## config.mk

```make
export PLATFORM = sky130hd
export DESIGN_NAME = main_memory_arbiter
export DESIGN_NICKNAME = d
export VERILOG_FILES = /design/src/rtl/main_memory_arbiter_pkg.sv /design/src/rtl/mem_arb_pick.sv /design/src/rtl/main_memory_arbiter.sv
export SDC_FILE = /design/constraint.sdc
export NUM_CORES = 1
export LEC_CHECK = 0
export BUFFER_PORTS_ARGS = -buffer_cell sky130_fd_sc_hd__buf_2
export CAP_MARGIN = 20
export CORE_AREA = 8 8 110 152
export CTS_CLUSTER_DIAMETER = 60
export DETAILED_ROUTE_END_ITERATION = 12
export DIE_AREA = 0 0 118 160
export PLACE_DENSITY = 0.81
export SYNTH_ARGS = -nofsm -noshare
export SYNTH_HDL_FRONTEND = slang
export SYNTH_SLANG_ARGS = --single-unit
export TNS_END_PERCENT = 10
```

## constraint.sdc

```tcl
create_clock -name clk -period 1.9 [get_ports clk]
set_input_delay 0 -clock clk [delete_from_list [all_inputs] [get_ports clk]]
set_output_delay 0 -clock clk [all_outputs]
set_load 0.01 [all_outputs]
```

## src/rtl/main_memory_arbiter_pkg.sv

```systemverilog
// main_memory_arbiter_pkg: shared types and widths for the main memory arbiter.
//   arb_state_e : sequencer states (idle, issue strobes, wait latency, respond).
//   req_id_e    : requester identity, REQ_D = 0 (data), REQ_IF = 1 (instruction fetch).
//   MEM_AW/MEM_DW : memory address and data widths.
package main_memory_arbiter_pkg;

  localparam int unsigned MEM_AW = 32;
  localparam int unsigned MEM_DW = 32;

  typedef enum logic [1:0] {
    StIdle,
    StIssue,
    StWait,
    StResp
  } arb_state_e;

  typedef enum logic {
    REQ_D  = 1'b0,
    REQ_IF = 1'b1
  } req_id_e;

endpackage

```

## src/rtl/mem_arb_pick.sv

```systemverilog
// mem_arb_pick: combinational two-way picker for the main memory arbiter.
// Build option: MAIN_MEMORY_ARB_RR_EN selects round-robin (ptr names the favoured requester
// on a tie); when undefined, data always beats instruction fetch and ptr is ignored.
// Ports:
//   d_req, if_req : pending requests
//   ptr           : requester favoured on a tie (round-robin build only)
//   winner        : chosen requester; only meaningful when a request is pending
module mem_arb_pick
  import main_memory_arbiter_pkg::*;
(
  input  logic    d_req,
  input  logic    if_req,
  input  req_id_e ptr,
  output req_id_e winner
);

`ifdef MAIN_MEMORY_ARB_RR_EN
  always_comb begin
    winner = REQ_D;
    if (d_req && if_req) begin
      winner = ptr;
    end else if (if_req) begin
      winner = REQ_IF;
    end
  end
`else
  logic unused_ptr;
  assign unused_ptr = ptr;
  assign winner = (!d_req && if_req) ? REQ_IF : REQ_D;
`endif

endmodule

```

## src/rtl/main_memory_arbiter.sv

```systemverilog
// main_memory_arbiter: shares one single-port main memory between instruction fetch (IF)
// and data load/store (D). One transaction at a time: grant, hold strobes MEM_LATENCY
// cycles, then pulse rvalid. Out-of-range addresses (>= ADDR_WORDS) never strobe memory.
// Build option: MAIN_MEMORY_ARB_RR_EN enables round-robin arbitration (default: D first).
// Ports:
//   clk, rst                        : clock, synchronous active-high reset
//   if_req/if_addr/if_gnt           : fetch request handshake
//   if_rvalid/if_rdata              : fetch response
//   d_req/d_we/d_addr/d_wdata/d_gnt : data request handshake
//   d_rvalid/d_rdata/d_err          : data response (d_err = out-of-range address)
//   mem_address/mem_readEn/mem_writeEn/mem_data_in/mem_data_out : memory port
module main_memory_arbiter
  import main_memory_arbiter_pkg::*;
#(
  parameter int unsigned MEM_LATENCY = 1,
  parameter int unsigned ADDR_WORDS  = 103
) (
  input  logic              clk,
  input  logic              rst,
  input  logic              if_req,
  input  logic [MEM_AW-1:0] if_addr,
  output logic              if_gnt,
  output logic              if_rvalid,
  output logic [MEM_DW-1:0] if_rdata,
  input  logic              d_req,
  input  logic              d_we,
  input  logic [MEM_AW-1:0] d_addr,
  input  logic [MEM_DW-1:0] d_wdata,
  output logic              d_gnt,
  output logic              d_rvalid,
  output logic [MEM_DW-1:0] d_rdata,
  output logic              d_err,
  output logic [MEM_AW-1:0] mem_address,
  output logic              mem_readEn,
  output logic              mem_writeEn,
  output logic [MEM_DW-1:0] mem_data_in,
  input  logic [MEM_DW-1:0] mem_data_out
);

  localparam int unsigned CntW = $clog2(MEM_LATENCY + 1);
  // Cycles spent in StWait after the single StIssue cycle.
  localparam logic [CntW-1:0] WaitLoad = CntW'(MEM_LATENCY - 1);

  arb_state_e        state_q, state_d;
  logic [CntW-1:0]   cnt_q, cnt_d;
  req_id_e           owner_q, owner_d;
  logic [MEM_AW-1:0] addr_q, addr_d;
  logic              we_q, we_d;
  logic [MEM_DW-1:0] wdata_q, wdata_d;
  logic              inrange_q, inrange_d;
  logic [MEM_DW-1:0] if_rdata_q, if_rdata_d;
  logic [MEM_DW-1:0] d_rdata_q, d_rdata_d;

  logic              any_req;
  logic              strobe_phase;
  logic              last_strobe;
  logic [MEM_AW-1:0] sel_addr;
  logic [MEM_DW-1:0] rd_word;
  req_id_e           winner;
  req_id_e           ptr;

  assign any_req = d_req | if_req;

  mem_arb_pick u_pick (
    .d_req  (d_req),
    .if_req (if_req),
    .ptr    (ptr),
    .winner (winner)
  );

`ifdef MAIN_MEMORY_ARB_RR_EN
  // Pointer favours whoever was not granted last; starts by favouring D.
  always_ff @(posedge clk) begin
    if (rst) begin
      ptr <= REQ_D;
    end else if (state_q == StIdle && any_req) begin
      ptr <= (winner == REQ_D) ? REQ_IF : REQ_D;
    end
  end
`else
  assign ptr = REQ_D;
`endif

  assign sel_addr = (winner == REQ_D) ? d_addr : if_addr;
  // Out-of-range reads return zero rather than whatever the memory drives.
  assign rd_word  = inrange_q ? mem_data_out : '0;

  always_comb begin
    state_d     = state_q;
    cnt_d       = cnt_q;
    owner_d     = owner_q;
    addr_d      = addr_q;
    we_d        = we_q;
    wdata_d     = wdata_q;
    inrange_d   = inrange_q;
    if_rdata_d  = if_rdata_q;
    d_rdata_d   = d_rdata_q;
    last_strobe = 1'b0;

    case (state_q)
      StIdle: begin
        if (any_req) begin
          state_d   = StIssue;
          owner_d   = winner;
          addr_d    = sel_addr;
          we_d      = (winner == REQ_D) && d_we;
          wdata_d   = (winner == REQ_D) ? d_wdata : '0;
          inrange_d = sel_addr < MEM_AW'(ADDR_WORDS);
        end
      end
      StIssue: begin
        if (MEM_LATENCY <= 1) begin
          state_d     = StResp;
          last_strobe = 1'b1;
        end else begin
          state_d = StWait;
          cnt_d   = WaitLoad;
        end
      end
      StWait: begin
        if (cnt_q <= CntW'(1)) begin
          state_d     = StResp;
          cnt_d       = '0;
          last_strobe = 1'b1;
        end else begin
          cnt_d = cnt_q - CntW'(1);
        end
      end
      StResp: begin
        state_d = StIdle;
      end
      default: begin
        state_d = StIdle;
      end
    endcase

    // Read data is captured at the close of the final strobe cycle.
    if (last_strobe && !we_q) begin
      if (owner_q == REQ_IF) begin
        if_rdata_d = rd_word;
      end else begin
        d_rdata_d = rd_word;
      end
    end
  end

  always_ff @(posedge clk) begin
    if (rst) begin
      state_q    <= StIdle;
      cnt_q      <= '0;
      owner_q    <= REQ_D;
      addr_q     <= '0;
      we_q       <= 1'b0;
      wdata_q    <= '0;
      inrange_q  <= 1'b0;
      if_rdata_q <= '0;
      d_rdata_q  <= '0;
    end else begin
      state_q    <= state_d;
      cnt_q      <= cnt_d;
      owner_q    <= owner_d;
      addr_q     <= addr_d;
      we_q       <= we_d;
      wdata_q    <= wdata_d;
      inrange_q  <= inrange_d;
      if_rdata_q <= if_rdata_d;
      d_rdata_q  <= d_rdata_d;
    end
  end

  always_comb begin
    strobe_phase = (state_q == StIssue) || (state_q == StWait);

    if_gnt    = (state_q == StIssue) && (owner_q == REQ_IF);
    d_gnt     = (state_q == StIssue) && (owner_q == REQ_D);
    if_rvalid = (state_q == StResp) && (owner_q == REQ_IF);
    d_rvalid  = (state_q == StResp) && (owner_q == REQ_D);
    d_err     = d_rvalid && !inrange_q;
    if_rdata  = if_rdata_q;
    d_rdata   = d_rdata_q;

    mem_address = strobe_phase ? addr_q : '0;
    mem_readEn  = strobe_phase && inrange_q && !we_q;
    mem_writeEn = strobe_phase && inrange_q && we_q;
    mem_data_in = (strobe_phase && we_q) ? wdata_q : '0;
  end

endmodule
```

# Word level (Yosys, flattened, before mapping)
# Index checks and enable logic that the tools add are counted.
# Widths: inputs -> output; s select.
[totals] ff_bits=134 in_bits=133 out_inout_bits=135 wordCells=53
[op_classes] n_addsub=1 magnitude_cmp=2 eq_ne=5 muxes=12 bitwise_logic=3 reduce_logical=21
[ops] operator="$mux 32" n=5
[ops] operator="$lt 32x7->1 const B" n=1
[ops] operator="$logic_and 1x1->1" n=12
[ops] operator="$pmux 2 s4" n=1
[ops] operator="$reduce_and 2->1" n=4
[ops] operator="$eq 2x2->1 const B" n=2
[ops] operator="$mux 2" n=2
[ops] operator="$ne 2x2->1 const B" n=2
[ops] operator="$logic_not 1->1" n=3
[ops] operator="$mux 1" n=3
[ops] operator="$eq 2x1->1 const B" n=1
[ops] operator="$logic_not 2->1" n=1
[ops] operator="$not 1->1" n=2
[ops] operator="$pmux 1 s2" n=1
[ops] operator="$le 1x1->1 const B" n=1
[ops] operator="$logic_or 1x1->1" n=1
[ops] operator="$or 1x1->1" n=1
[ops] operator="$sub 1x1->1 const B" n=1

# Longest topological paths before layout
# Gate-level depths: netlist of the first run.
[depth] word_depth=5 ltp_mapped=8 ltp_nobuf=6

# Cells and area by module
# From an unflattened synthesis of the first run, not the netlist that was laid out.
[hier_totals] hier_cells=713 area_unflattened_um2=5825.6
[modules_own_cells] mod="main_memory_arbiter" instances=1 cells_each=712 area_each_um2=5811.8 seq_area_each_um2=2662.6
[modules_own_cells] mod="mem_arb_pick" instances=1 cells_each=1 area_each_um2=13.8 seq_area_each_um2=0.0

# Worst setup path before layout of the first run
# Ideal clock, no wire load.
[synth_path] path_kind="reg2reg" start="register state_q[0]" end="register if_rdata_q[10] (netlist: if_rdata[10])" setup_time_ps=70 t_arrival_ps=1709 t_required_ps=1830 setup_slack_ps=121 stages_incl_launch_ff=9 path_buffers=2 period_less_slack_ps=1779 path_cell_list="dfxtp_1 -> inv_1 -> ha_1 -> nor2b_1 -> and2_1 -> clkbuf_1 -> clkbuf_1 -> nand3_1 -> a21oi_1"
[synth_between] elab_chain_len=4 word_cells_on_any_way=5 classes_between="eq/ne (2); mux (1); reduce/logical (2)"
[synth_rtl] element="start, declared" line_no="main_memory_arbiter.sv:44" source="arb_state_e state_q, state_d;"
[synth_rtl] element="start signal, assigned" line_no="main_memory_arbiter.sv:149" source="state_q <= StIdle;"
[synth_rtl] element="start signal, assigned" line_no="main_memory_arbiter.sv:159" source="state_q <= state_d;"
[synth_rtl] element="$eq 2x2->1 / $eq 2x1->1 (equally long branches)" line_no="main_memory_arbiter.sv:100" source="case (state_q)"
[synth_rtl] element="$pmux 1 s2 (*)" line_no="main_memory_arbiter.sv:100"
[synth_rtl] element="$logic_and 1x1->1 (*)" line_no="main_memory_arbiter.sv:138" source="if (last_strobe && !we_q) begin"
[synth_rtl] element="$reduce_and 2->1 (no source line) (*)"
[synth_rtl] element="end signal, assigned" line_no="main_memory_arbiter.sv:166" source="if_rdata_q <= if_rdata_d;"
[synth_rtl] element="end, declared" line_no="main_memory_arbiter.sv:51" source="logic [MEM_DW-1:0] if_rdata_q, if_rdata_d;"
# Every way passes the cells marked *; elsewhere a longest branch is shown, timed or not.
# A chain may end at the register's enable or synchronous reset.

# Worst setup path after layout of the first run
[layout_path] start="register state_q[1]" end="output port mem_address[27]"
[layout_between] elab_chain_len=3 word_cells_on_any_way=4 classes_between="eq/ne (2); mux (1); reduce/logical (1)"
[layout_rtl] element="$eq 2x1->1 / $eq 2x2->1 (equally long branches)" line_no="main_memory_arbiter.sv:172" source="strobe_phase = (state_q == StIssue) || (state_q == StWait);"
[layout_rtl] element="$logic_or 1x1->1 (*)" line_no="main_memory_arbiter.sv:172"
[layout_rtl] element="$mux 32 (*)" line_no="main_memory_arbiter.sv:182" source="mem_address = strobe_phase ? addr_q : '0;"
[layout_rtl] element="end, declared" line_no="main_memory_arbiter.sv:33" source="output logic [MEM_AW-1:0] mem_address,"
# Marks and branches as above.

==> impl_metrics.env, run 1 <==
export IMPL_avgSynthCellArea_um2=8.371
export IMPL_startpoint_type="flop"
export IMPL_cp_end_kind="output port"
export IMPL_hpwl_um=13640
export IMPL_drive_gt1_frac=0.3109
export IMPL_post_synth_top_area_cell="dfxtp_1"
export IMPL_clk_pin_slew_ns=0.06
export IMPL_grt_max_degree=68
export IMPL_htreeDepth=4
export IMPL_cts_made_buffers=17
export IMPL_cp_max_fo=66
export IMPL_r2r_slack_ns=0.15
export IMPL_dr_max_layer_used="met4"
export IMPL_cpPeakStageDelay_ns=0.37
export IMPL_reg2reg_from="state_q[1]"
export IMPL_finish_utilization=0.6205
export IMPL_async_flop_share=0
export IMPL_clockRootBuffer="clkbuf_16"
export IMPL_final_setup_worst_slack_ns=0.07610
export IMPL_m1WireLength_um=7811
export IMPL_power_density_nw_per_um2=857.6
export IMPL_ff2ff_path_depth=7
export IMPL_routed_wl_um=21240
export IMPL_num_vias=6440
export IMPL_relSlewSlack=0.6018
export IMPL_clock_sinks=133
export IMPL_synth_edf_count=0
export IMPL_post_place_ws_ns=0.1469
export IMPL_grt_pass1_vias=6489
export IMPL_area_growth_pct=58.61
export IMPL_synthFlopType="dfxtp_1"
export IMPL_final_hold_viol_count=0
export IMPL_wl_met2_um=10790
export IMPL_synth_seq_cells=133
export IMPL_hold_path_end="addr_q[15]"
export IMPL_hold_class="input pin to flop"
export IMPL_synth_fp_nets=808
export IMPL_grt_first_pass_wirelength_um=33690
export IMPL_synth_area_leaders="dfxtp_1 47%, a21oi_1 6.0%, nand3_1 5.8%"
export IMPL_crit_arrival_ns=1.82
export IMPL_rsz0062_at_grt="true"
export IMPL_boundaryPins=268
export IMPL_startpoint="state_q[1]"
export IMPL_drt_initial_drc_count=470
export IMPL_ant_nets=0
export IMPL_drt_first_pass_iters=5
export IMPL_yosys_cell_types_count=31
export IMPL_yosys_warnings=0
export IMPL_dr_wl_met3_um=1492
export IMPL_min_path_cells=3
export IMPL_numPortBuffers=267
export IMPL_setup_violations=0
export IMPL_synth_commonest_cells="133 x dfxtp_1, 68 x nor2_1, 67 x a21oi_1, 67 x nand2_1, 65 x nand3_1"
export IMPL_place_congestion=0.8776
export IMPL_die_w_um=118
export IMPL_status="finished clean"
export IMPL_route_detailed_drc=0
export IMPL_skew_ns=0.01055
export IMPL_core_area_um2=14380
export IMPL_cts_tree="done"
export IMPL_clock_fmax_mhz=548.3
export IMPL_synth_most_common_cell="dfxtp_1"
export IMPL_grt_overflow=0
export IMPL_rows=52
export IMPL_clockBufferDepth=2
export IMPL_vias_per_cell=5.240
export IMPL_initial_utilization=0.3912
export IMPL_ir_worst_vdd_v=0.0005268
export IMPL_yosysSeqAreaShare=0.4733
export IMPL_nets=1162
export IMPL_fin_crit_ns=1.824
export IMPL_wire_per_inst_um=17.28
export IMPL_die_h_um=160
export IMPL_required_ns=1.90
export IMPL_max_cap_viol_count=0
export IMPL_grt_antenna_before_repair=1
export IMPL_critPathSlowestCell="dfxtp_1"
export IMPL_postCtsSetupBuffers=0
export IMPL_n_fill_cell=1189
export IMPL_tightest_slew_ns=0.5958
export IMPL_worstReg2RegEnd="if_rdata[21]"
export IMPL_p_leak_nw=4.206
export IMPL_die_area_um2=18880
export IMPL_syn_inst=672
export IMPL_worstHoldStart="if_addr[15]"
export IMPL_total_power_mw=7.652
export IMPL_finalCritPeriodShare=0.9599
export IMPL_crit_type="flop to output port"
export IMPL_grt_usage=0.2160
export IMPL_clk_latency_ns=0.41
export IMPL_hold_ws_ns=0.004445
export IMPL_netlist_area_um2=5625
export IMPL_crit_path_cell_trace="inv_1 -> ha_1 -> buf_12 -> and2_1 -> buf_2"
export IMPL_synth_top_area_share=0.4733
export IMPL_maxSlewViolCount=0
[logic make-up after synthesis]
group | after synthesis | share of synthesized area
AOI/OAI and AO/OA | 139 | 0.1579
adders and majority gates | 3 | 0.006673
buffers and inverters | 67 | 0.04671
DFF | 133 | 0.4733
muxes | 32 | 0.05694
and+or+nand+nor | 298 | 0.2585
[through the flow]
step	cells	TNS, ns	cell area [um2]
2_1_floorplan	672	0	5625
3_3_place_gp	1080	0	7166
3_5_place_dp	1080	0	7166
4_1_cts	1228	0	8902
5_1_grt	1229	-0.05115	8922
6_report	1229	0	8922
[power breakdown]
part	switching, mW	internal (mW)
combinational	0.846	0.661
clock	1.37	1.76
sequential	0.0736	2.94
[placed cells by master (no fill, tap or decap), types with 2 or more instances in the layout]
master         synthesis  routed
clkbuf_16              0      17
clkinvlp_4             0       4
nand4_1                3       3
nor3_1                 2       2
inv_1                  2       2
a211oi_1              33      33
a22oi_1               33      33
dlygate4sd3_1          0     116
nor2b_1                6       3
nor2b_4                0       2
nor4_1                 9       9
nor2_1                68      68
nand2_1               67      67
dfxtp_1              133     132
buf_12                 0       7
and3_1                33      33
buf_2                  9     266
inv_6                  0       5
or4_1                  2       2
mux2i_1               32      32
a21oi_1               67      67
and2_1                37      37
ha_1                   3       3
buf_4                  0      11
nand3_1               65      65
inv_8                  0       3
[critical path, delay by kind of cell, from the launching register on]
family	cells	cell delay [ns]
adders and majority gates	1	0.34
DFF	1	0.37
buffers and inverters	3	0.48
and+or+nand+nor	1	0.20
[sequential cells by signal, summed over array words and instances, names as in the netlist]
| signal | cells |
|---|---|
| addr_q | 32 |
| d_rdata | 32 |
| if_rdata | 32 |
| inrange_q | 1 |
| owner_q | 1 |
| state_q | 2 |
| wdata_q | 32 |
| we_q | 1 |
[repair_timing]
item	CTS	global route
endpoints found under the setup margin	65	77
endpoints found under the hold margin	123	0
gates resized for setup	1	6
hold buffers	116	0
cloned	0	0
[final cells by class]
type,instances,area [um2],share of cell area
Clock inverter,14,132.6,0.01486
Inverter,2,7.507,0.0008414
Timing Repair Buffer,400,2715,0.3043
Sequential cell,133,2664,0.2986
Clock buffer,18,439.2,0.04922
Multi-Input combinational cell,472,2725,0.3054
Tap cell,189,236.5,0.02650
Antenna cell,1,2.502,0.0002805
[worst max path at each step]
stage	endpoint	slack, ns	cells past startpoint
after floorplan	if_rdata[10]	0.12	8
after global placement	inrange_q	0.17	5
after detailed placement	inrange_q	0.15	5
after CTS	mem_address[27]	0.02	5
after global routing	mem_data_in[31]	-0.02	5
final	mem_address[27]	0.08	5
[metal layers]
layer	vias up	GRT usage
met5	-	0
li1	3069	-
met1	2971	0.2306
met4	0	0.1333
met2	316	0.3683
met3	84	0.06387
No activity file was read; power rests on OpenSTA's default activity.
==> inputs of run 2 (changes only) <==
- ABC_AREA: not set -> 1
- CORE_AREA: 8 8 110 152 -> 8 8 112 154
- DIE_AREA: 0 0 118 160 -> 0 0 120 162
==> run 2 against run 1 <==
  * Area after synthesis increased by 3.8%
  * Highest routed layer unchanged
  * Wire length rose by 6.9%
  * Cell area increased by 4.8%
  * Hold slack improved by 0.048 ns
  * Flip-flop and latch count did not move
  * Critical path depth is 2 higher
  * Critical endpoint is now mem_data_in[21]
==> impl_metrics.env, run 2 <==
export IMPL_maxSlewViolCount=0
export IMPL_yosys_warnings=0
export IMPL_clockRootBuffer="clkbuf_16"
export IMPL_post_synth_top_area_cell="dfxtp_1"
export IMPL_htreeDepth=4
export IMPL_nets=1380
export IMPL_synth_fp_nets=1001
export IMPL_drt_initial_drc_count=544
export IMPL_cts_tree="done"
export IMPL_initial_utilization=0.3915
export IMPL_grt_first_pass_wirelength_um=35620
export IMPL_finalSetupTns_ns=0
export IMPL_cp_end_kind="output port"
export IMPL_skew_ns=0.01065
export IMPL_num_vias=7200
export IMPL_hpwl_um=13840
export IMPL_grt_max_degree=86
export IMPL_yosys_cell_types_count=24
export IMPL_grt_overflow=0
export IMPL_die_area_um2=19440
export IMPL_boundaryPins=268
export IMPL_core_area_um2=14920
export IMPL_die_h_um=162
export IMPL_final_common_cell="buf_2"
export IMPL_status="finished clean"
export IMPL_drt_first_pass_iters=5
export IMPL_clk_pin_slew_ns=0.06
export IMPL_ant_nets=0
export IMPL_die_w_um=120
export IMPL_final_setup_worst_slack_ns=0.1115
export IMPL_yosysSeqAreaShare=0.4558
export IMPL_clockBufferDepth=2
export IMPL_required_ns=1.90
export IMPL_synth_area_leaders="dfxtp_1 46%, nand2_1 16%, a21oi_1 11%"
export IMPL_syn_inst=865
export IMPL_avgSynthCellArea_um2=6.754
export IMPL_synth_edf_count=0
export IMPL_worstHoldStart="if_addr[3]"
export IMPL_cts_made_buffers=17
export IMPL_p_leak_nw=4.775
export IMPL_route_detailed_drc=0
export IMPL_min_path_cells=4
export IMPL_relSlewSlack=0.6613
export IMPL_ir_worst_vdd_v=0.0005150
export IMPL_power_density_nw_per_um2=928.1
export IMPL_synthFlopType="dfxtp_1"
export IMPL_async_flop_share=0
export IMPL_clock_fmax_mhz=559.1
export IMPL_synth_seq_cells=133
export IMPL_routed_wl_um=22710
export IMPL_setup_violations=0
export IMPL_reg2reg_from="state_q[1]"
export IMPL_place_congestion=0.8080
export IMPL_synth_top_area_share=0.4558
export IMPL_clock_sinks=133
export IMPL_grt_antenna_before_repair=2
export IMPL_grt_usage=0.2243
export IMPL_wire_per_inst_um=15.65
export IMPL_finalCritPeriodShare=0.9413
export IMPL_drive_gt1_frac=0.2697
export IMPL_synth_most_common_cell="nand2_1"
export IMPL_cp_max_fo=33
export IMPL_grt_pass1_vias=7395
export IMPL_rows=53
export IMPL_ff2ff_path_depth=8
export IMPL_hold_class="input pin to flop"
export IMPL_startpoint="state_q[1]"
export IMPL_final_hold_viol_count=0
export IMPL_fin_crit_ns=1.789
export IMPL_crit_arrival_ns=1.79
export IMPL_crit_type="flop to output port"
export IMPL_clk_latency_ns=0.41
export IMPL_netlist_area_um2=5842
export IMPL_rsz0062_at_grt="false"
export IMPL_numPortBuffers=267
export IMPL_vias_per_cell=4.962
export IMPL_max_cap_viol_count=0
export IMPL_layout_common_cells="267 x buf_2, 244 x nand2_1, 132 x dfxtp_1, 127 x dlygate4sd3_1, 125 x a21oi_1"
export IMPL_post_place_ws_ns=0.1716
export IMPL_area_growth_pct=60.03
export IMPL_synth_commonest_cells="245 x nand2_1, 133 x dfxtp_1, 125 x a21oi_1"
export IMPL_startpoint_type="flop"
export IMPL_tightest_slew_ns=0.5080
==> run 2: worst max-delay path, cell delays in order (launching register included) <==
cell and delay (ns):
dfxtp_1 0.35, inv_1 0.09, ha_4 0.31, buf_12 0.10, nand2_1 0.07, buf_12 0.17, nor2_1 0.12, buf_2 0.15
==> run 2: logic make-up (layout without fill, tap and decap cells) <==
logic type,after synthesis,count (layout),share of synthesized area
fa+ha+maj,3,3,0.006426
buf+inv,181,573,0.1251
simple gates,322,322,0.2148
compound gates,226,226,0.1979
other cells,0,2,0
flops,133,133,0.4558
==> run 2: final timing paths <==
path	endpoint	slack, ns
min	addr_q[3]	0.05
min reg2reg	wdata_q[4]	0.46
max reg2reg	addr_q[30]	0.12
max	mem_data_in[21]	0.11
==> run 2: where the power goes <==
group          internal (mW)  leakage [nW]  switching (mW)
clock network           1.76         0.284            1.46
logic                  0.981          3.40            1.19
registers               3.12          1.09           0.168
total                   5.86          4.78            2.82
==> run 2: metal layers <==
layer | GRT usage | up-vias | wire [um]
li1 | - | 3467 | -
met1 | 0.2222 | 3220 | 8076
met2 | 0.3870 | 396 | 11370
met3 | 0.06252 | 117 | 1734
met4 | 0.1783 | 0 | 1524
met5 | 0 | - | 0
==> run 2: through the flow <==
| step | utilization | cell area, um2 | hold WS, ns | power, mW | std cells |
|---|---|---|---|---|---|
| 2_1_floorplan | - | 5842 | 0.1447 | 4.309 | 865 |
| 3_3_place_gp | 0.4920 | 7341 | 0.2546 | 5.004 | 1282 |
| 6_report | 0.6266 | 9349 | 0.05288 | 8.676 | 1451 |
| 5_1_grt | 0.6266 | 9349 | 0.07375 | 9.082 | 1451 |
| 3_5_place_dp | 0.4920 | 7341 | 0.2605 | 5.043 | 1282 |
| 4_1_cts | 0.6207 | 9261 | 0.03277 | 8.597 | 1442 |
==> run 2: area by class of cell <==
| type | count | area (um2) |
|---|---|---|
| inverters | 124 | 465.4 |
| well taps | 192 | 240.2 |
| flip-flops and latches | 133 | 2664 |
| clock inverters | 15 | 157.7 |
| diodes | 2 | 5.005 |
| repair buffers | 417 | 2910 |
| multi-input cells | 551 | 2481 |
| fillers | 1182 | 5572 |
| clock buffers | 17 | 425.4 |
==> run 2: repair_timing <==
| action | in CTS | in global routing |
|---|---|---|
| gates resized for setup | 8 | 5 |
| setup buffers | 0 | 6 |
| hold endpoints to repair | 129 | 0 |
| pin swaps | 0 | 1 |
| endpoints found under the setup margin | 33 | 30 |
| hold buffers | 127 | 0 |
| cloned | 1 | 1 |
